### src/rtl/follower_lane.sv
`default_nettype none
// ============================================================================
// Module   : follower_lane
// Brief    : Scrolling obstacle lane with a bouncing car, wrap/respawn and a
//            sticky collision flag. Define FOLLOWER_LANE_LFSR_EN for an
//            LFSR-randomised respawn position and direction.
// Revision : 1.0 - initial release
// ============================================================================
module follower_lane #(
  parameter int        MOVE_AMT      = 2,
  parameter int        SCREEN_HEIGHT = 480,
  parameter int        SCREEN_WIDTH  = 640,
  parameter int        INIT_Y        = 0,
  parameter int        CAR_W         = 32,
  parameter int        CAR_H         = 16,
  parameter int        PLAYER_W      = 16,
  parameter int        PLAYER_H      = 16,
  parameter int        CAR_SPEED     = 3,
  parameter logic [9:0] LFSR_SEED    = 10'h2A5
) (
  input  logic       clk,
  input  logic       reset,
  input  logic       move_followers,
  input  logic       frame_tick,
  input  logic [9:0] player_x,
  input  logic [9:0] player_y,
  output logic [9:0] lane_y,
  output logic [9:0] car_x,
  output logic       car_dir,
  output logic       respawned,
  output logic       hit
);

  localparam logic [10:0] c_move   = 11'(MOVE_AMT);
  localparam logic [10:0] c_height = 11'(SCREEN_HEIGHT);
  localparam logic [9:0]  c_x_max  = 10'(SCREEN_WIDTH - CAR_W);
  localparam logic [9:0]  c_speed  = 10'(CAR_SPEED);
  localparam logic [9:0]  c_init_y = 10'(INIT_Y);
  localparam logic [10:0] c_car_w  = 11'(CAR_W);
  localparam logic [10:0] c_car_h  = 11'(CAR_H);
  localparam logic [10:0] c_ply_w  = 11'(PLAYER_W);
  localparam logic [10:0] c_ply_h  = 11'(PLAYER_H);

  typedef enum logic [1:0] {
    ST_RUN     = 2'd0,
    ST_RESPAWN = 2'd1,
    ST_HIT     = 2'd2
  } state_t;

  state_t     r_state, w_state_nxt;
  logic [9:0] r_lane_y, w_lane_y_nxt;
  logic [9:0] r_car_x, w_car_x_nxt;
  logic       r_car_dir, w_car_dir_nxt;
  logic       r_respawned, w_respawned_nxt;
  logic       r_hit, w_hit_nxt;
  logic       r_pend, w_pend_nxt;

  logic [10:0] w_lane_sum;
  logic [10:0] w_x_fwd;
  logic        w_overlap;
  logic [9:0]  w_spawn_x;
  logic        w_spawn_dir;

`ifdef FOLLOWER_LANE_LFSR_EN
  logic [9:0] r_lfsr;

  // Fibonacci form of x^10 + x^7 + 1
  always_ff @(posedge clk) begin
    if (reset) r_lfsr <= LFSR_SEED;
    else       r_lfsr <= {r_lfsr[8:0], r_lfsr[9] ^ r_lfsr[6]};
  end

  // The LFSR never exceeds 1023, so one subtraction lands inside the track.
  assign w_spawn_x   = (r_lfsr <= c_x_max) ? r_lfsr : r_lfsr - c_x_max;
  assign w_spawn_dir = r_lfsr[0];
`else
  logic w_unused_seed;
  assign w_unused_seed = ^LFSR_SEED;
  assign w_spawn_x     = '0;
  assign w_spawn_dir   = 1'b1;
`endif

  assign w_lane_sum = {1'b0, r_lane_y} + c_move;
  assign w_x_fwd    = {1'b0, r_car_x} + {1'b0, c_speed};

  assign w_overlap = ({1'b0, player_x} < ({1'b0, r_car_x} + c_car_w)) &&
                     ({1'b0, r_car_x}  < ({1'b0, player_x} + c_ply_w)) &&
                     ({1'b0, player_y} < ({1'b0, r_lane_y} + c_car_h)) &&
                     ({1'b0, r_lane_y} < ({1'b0, player_y} + c_ply_h));

  always_ff @(posedge clk) begin
    if (reset) begin
      r_state     <= ST_RUN;
      r_lane_y    <= c_init_y;
      r_car_x     <= '0;
      r_car_dir   <= 1'b1;
      r_respawned <= 1'b0;
      r_hit       <= 1'b0;
      r_pend      <= 1'b0;
    end else begin
      r_state     <= w_state_nxt;
      r_lane_y    <= w_lane_y_nxt;
      r_car_x     <= w_car_x_nxt;
      r_car_dir   <= w_car_dir_nxt;
      r_respawned <= w_respawned_nxt;
      r_hit       <= w_hit_nxt;
      r_pend      <= w_pend_nxt;
    end
  end

  always_comb begin
    w_state_nxt     = r_state;
    w_lane_y_nxt    = r_lane_y;
    w_car_x_nxt     = r_car_x;
    w_car_dir_nxt   = r_car_dir;
    w_respawned_nxt = 1'b0;
    w_hit_nxt       = r_hit;
    w_pend_nxt      = r_pend;
    case (r_state)
      ST_RUN: begin
        // A collision freezes the car in place, so it wins over movement.
        if (w_overlap) begin
          w_hit_nxt   = 1'b1;
          w_state_nxt = ST_HIT;
        end else begin
          if (move_followers || r_pend) begin
            w_pend_nxt = 1'b0;
            if (w_lane_sum >= c_height) begin
              w_lane_y_nxt = '0;
              w_state_nxt  = ST_RESPAWN;
            end else begin
              w_lane_y_nxt = w_lane_sum[9:0];
            end
          end
          if (frame_tick) begin
            if (r_car_dir) begin
              if (w_x_fwd >= {1'b0, c_x_max}) begin
                w_car_x_nxt   = c_x_max;
                w_car_dir_nxt = 1'b0;
              end else begin
                w_car_x_nxt = w_x_fwd[9:0];
              end
            end else if (r_car_x <= c_speed) begin
              w_car_x_nxt   = '0;
              w_car_dir_nxt = 1'b1;
            end else begin
              w_car_x_nxt = r_car_x - c_speed;
            end
          end
        end
      end
      ST_RESPAWN: begin
        w_car_x_nxt     = w_spawn_x;
        w_car_dir_nxt   = w_spawn_dir;
        w_respawned_nxt = 1'b1;
        w_state_nxt     = ST_RUN;
        if (move_followers) w_pend_nxt = 1'b1;
      end
      ST_HIT: begin
      end
      default: w_state_nxt = ST_RUN;
    endcase
  end

  assign lane_y    = r_lane_y;
  assign car_x     = r_car_x;
  assign car_dir   = r_car_dir;
  assign respawned = r_respawned;
  assign hit       = r_hit;

endmodule
`default_nettype wire

### config.mk
export PLATFORM = sky130hd
export DESIGN_NAME = follower_lane
export DESIGN_NICKNAME = d
export VERILOG_FILES = /design/src/rtl/follower_lane.sv
export SDC_FILE = /design/constraint.sdc
export NUM_CORES = 1
export LEC_CHECK = 0
export CORE_MARGIN = 5
export CORE_UTILIZATION = 55
export DETAILED_ROUTE_END_ITERATION = 7
export GPL_ROUTABILITY_DRIVEN = 0
export HOLD_SLACK_MARGIN = 0.1
export PLACE_DENSITY = 0.8
export SYNTH_ARGS = -nofsm -noshare
export SYNTH_HDL_FRONTEND = slang
export SYNTH_SLANG_ARGS = --single-unit
export TNS_END_PERCENT = 20
### constraint.sdc
create_clock -name clk -period 7.4 [get_ports clk]
set_input_delay 1.85 -clock clk [delete_from_list [all_inputs] [get_ports clk]]
set_output_delay 1.85 -clock clk [all_outputs]
set_load 0.005 [all_outputs]
==> parameters.txt <==
Parameter                              Value

Setup path
  Highest-delay cell along the critical path    sky130_fd_sc_hd__a2111oi_0
  Slowest cell delay on critical path    between 0.4 and 0.5 ns
  Library cell appearing most often on the critical path    sky130_fd_sc_hd__ha_1
  CP cell instances    clkdlybuf4s50_1 -> ha_1 -> xnor2_1 -> ha_1 -> a2111oi_0 -> a211oi_1 -> nor4_4 -> a311o_2 -> mux2i_1 -> nor2_1
  Kind of start point of the critical path    input pin
  CP Capture Type    register
  CP Max Fanout    15
  Startpoint of the most critical register-to-register path    car_x[5]$_SDFFE_PP0P_
  Critical Path RT    approximately 7.5 ns
  Crit path arrival time    about 4.7 ns
  Beginning of the critical path    player_y[4]
  Type of the setup path with the least slack    in -> reg

Floorplan
  Die footprint    approximately 0.0066 mm^2
  I/O pin count    47
  Core Region    0.00501 mm^2
  DIE WIDTH    81.4 um
  Die span in y    81.4 um
  Floorplan row count    26
  Initial standard-cell utilization of the core    a little under three fifths

Timing
  Max Slew Vio Count    0
  Hold Fails Final Rpt    0
  Share of the clock period used by the worst path    between 60 and 70%
  Tightest Pin Transition    between 0.9 and 1 ns
  Normalized max-slew margin    37.6%
  Peak Freq    between 0.2 and 0.25 GHz
  Total setup violations reported at the end of the flow    0
  Min setup slack post-route    roughly 2.8 ns
  WHS    a little under 0.5 ns
  Period minus WS final    4.59 ns
  RSZ-0062 raised after global routing    false
  Post-Route Skew    roughly 0.0053 ns
  Setup TNS    0 ns

Synth
  Number of flops mapped to enable cells by yosys    0
  Count of synthesis-stage warnings from yosys    0
  Unique cell type count in the Yosys netlist    65
  Area of the mapped netlist    around 0.0028 mm^2
  Post-synthesis net count    422
  Post-synthesis area per instance    slightly below 8 um^2
  Seq/Total Area, Yosys    between 15 and 20%
  Ys async rst share    0%
  Dominant synthesized flop cell    sky130_fd_sc_hd__dfxtp_1
  Synthesized instance count    roughly 360
  Number of synthesized register bits    25

GRT
  Total GRT Usage    a little over a fifth
  Number of antenna violations at the first check in global routing    0
  Number of global-route vias before repair    2622
  Maximum number of pins on one net before global-route repair    27
  Wire length of the first global-routing pass    11900 um
  Total congestion overflow after global routing    0

Route
  Number of vias after detailed routing    2798
  Starting DRC count in detailed routing    ~170
  Total Routed Length    between 7000 and 8000 um
  Total DRC errors in the routed layout    0
  Number of nets still failing antenna checks after routing    0
  First drt pass iteration count    5
  Wire per inst    15.4 um
  Number of vias per cell after detailed routing    about 6

Clocking
  Total number of clock tree sinks    25
  H-tree depth    1
  CTS tree    done
  Library cell used as clock root buffer    sky130_fd_sc_hd__clkbuf_8
  Worst-Skew Late Latency    approximately 0.28 ns
  Post-CTS setup buffer count    0
  Cts repair resizes    0
  Clock Pin Slew Worst Setup and Hold Paths    0.09 ns
  Cts hold-fix bufs    0
  Number of buffers created by CTS    3
  Clock tree buffer depth    2

Layout
  Final non-filler cell area    0.00329 mm^2
  Footprint of the multi-input gates    0.00208 mm^2
  Most frequent cells in the layout    sky130_fd_sc_hd__clkdlybuf4s50_1 (45), sky130_fd_sc_hd__ha_1 (43), sky130_fd_sc_hd__inv_1 (32)
  # diodes    0
  Final core utilization    between 60% and 70%
  Filler cells    439
  Share of cells above drive strength 1    ~5.4%
  Layout Nets    458
  Area of all sequential standard cells    around 500 um^2
  Layout-stage area growth over the synthesis result    17.6%
  Leading cell type in the layout, fill and taps excluded    sky130_fd_sc_hd__clkdlybuf4s50_1

Worst hold path
  Hold path startpoint    hit$_SDFFE_PP0P_
  Worst hold path class    reg -> reg

Placed design
  Port Buf Inserts    45
  Pre-CTS setup slack    roughly 2.6 ns
  Estimated wirelength of the detail-placed design    roughly 5500 um
  Area of placed instances    0.00325 mm^2

Power
  Leakage power summed over all cells    around 1.2 nW
  Power density relative to cell area    around 100 mW/mm^2
  Maximum ir drop on the vdd rail    ~110 uV

Outcome
  Run status    finished clean

Flow run
  # Max-Cap Violations    0
==> per-stage QoR <==
stage	power, mW	std cells
2_1_floorplan	0.224	355
3_3_place_gp	0.258	456
3_5_place_dp	0.260	456
4_1_cts	0.344	460
5_1_grt	0.363	460
6_report	0.344	460
==> where the power goes <==
group          switching, mW  leakage [nW]  total (mW)  internal (mW)
Sequential            0.0119         0.203       0.151          0.139
Combinational         0.0558          1.02       0.108         0.0527
Clock                 0.0472        0.0255      0.0850         0.0378
Total                  0.115          1.25       0.344          0.229
==> final timing paths <==
check	endpoint	slack [ns]	cells past startpoint
worst max-delay path	car_x[0]$_SDFFE_PP0P_	2.81	10
worst min-delay path	hit$_SDFFE_PP0P_	0.49	2
worst max register to register	car_x[6]$_SDFFE_PP0P_	4.19	11
worst min register to register	hit$_SDFFE_PP0P_	0.49	2
==> final cells by class <==
| cell class | count | area share [%] |
|---|---|---|
| multi-input cells | 283 | 63.3 |
| flip-flops and latches | 25 | 15.2 |
| repair buffers | 45 | 13.7 |
| inverters | 33 | 3.76 |
| well taps | 70 | 2.66 |
| clock buffers | 3 | 1.25 |
| clock inverters | 1 | 0.152 |
==> state kept, by name, indices dropped and copies added (netlist names) <==
register,cells
car_x,10
r_pend,1
respawned,1
car_dir,1
r_state,2
hit,1
lane_y,9
==> cells by family after synthesis <==
family,count (synthesis),synth area share [%]
other cells,1,0.134
xor+xnor,25,8.09
fa+ha+maj,43,19.2
mux,3,1.07
simple gates,110,20.4
buf+inv,47,7.69
compound gates,101,25.5
flops,25,17.9
==> cells in the mapped netlist, types with 3 or more instances <==
| library cell | instances | area share, % |
|---|---|---|
| sky130_fd_sc_hd__or3_1 | 5 | 1.1 |
| sky130_fd_sc_hd__xor2_1 | 8 | 2.5 |
| sky130_fd_sc_hd__o22ai_1 | 5 | 1.1 |
| sky130_fd_sc_hd__o21ai_1 | 6 | 1.1 |
| sky130_fd_sc_hd__o21ai_0 | 14 | 2.5 |
| sky130_fd_sc_hd__ha_1 | 43 | 19 |
| sky130_fd_sc_hd__nor2_1 | 20 | 2.7 |
| sky130_fd_sc_hd__o32ai_1 | 5 | 1.6 |
| sky130_fd_sc_hd__nand3_1 | 21 | 3.8 |
| sky130_fd_sc_hd__a21oi_1 | 28 | 5.0 |
| sky130_fd_sc_hd__nor2b_1 | 5 | 1.1 |
| sky130_fd_sc_hd__inv_1 | 32 | 4.3 |
| sky130_fd_sc_hd__buf_2 | 4 | 0.71 |
| sky130_fd_sc_hd__clkbuf_1 | 3 | 0.40 |
| sky130_fd_sc_hd__dfxtp_1 | 25 | 18 |
| sky130_fd_sc_hd__nor3_1 | 10 | 1.8 |
| sky130_fd_sc_hd__nand2_1 | 22 | 2.9 |
| sky130_fd_sc_hd__nor4_1 | 5 | 1.1 |
| sky130_fd_sc_hd__and2_1 | 3 | 0.67 |
| sky130_fd_sc_hd__nand4_1 | 5 | 1.1 |
| sky130_fd_sc_hd__mux2i_1 | 3 | 1.1 |
| sky130_fd_sc_hd__o211ai_1 | 5 | 1.3 |
| sky130_fd_sc_hd__buf_4 | 5 | 1.3 |
| sky130_fd_sc_hd__xnor2_1 | 16 | 5.0 |
| sky130_fd_sc_hd__nand2b_1 | 3 | 0.67 |
| sky130_fd_sc_hd__o21a_1 | 3 | 0.80 |
| sky130_fd_sc_hd__a211oi_1 | 5 | 1.3 |
==> layer usage <==
metal | part of all wire [%] | GRT usage [%]
met1 | 46 | 31.1
met2 | 45 | 35.7
met5 | 0 | 0
met3 | 7.5 | 1.55
met4 | 0.75 | 5.41
==> critical path: cells and delay by family <==
family                     cells  cell delay [ns]
AOI/OAI and AO/OA              3             1.11
buffers and inverters          1             0.47
adders and majority gates      2             0.47
and+or+nand+nor                2             0.43
muxes                          1             0.24
xor gates and xnor gates       1             0.15
Power figures use the tool's default switching activity.
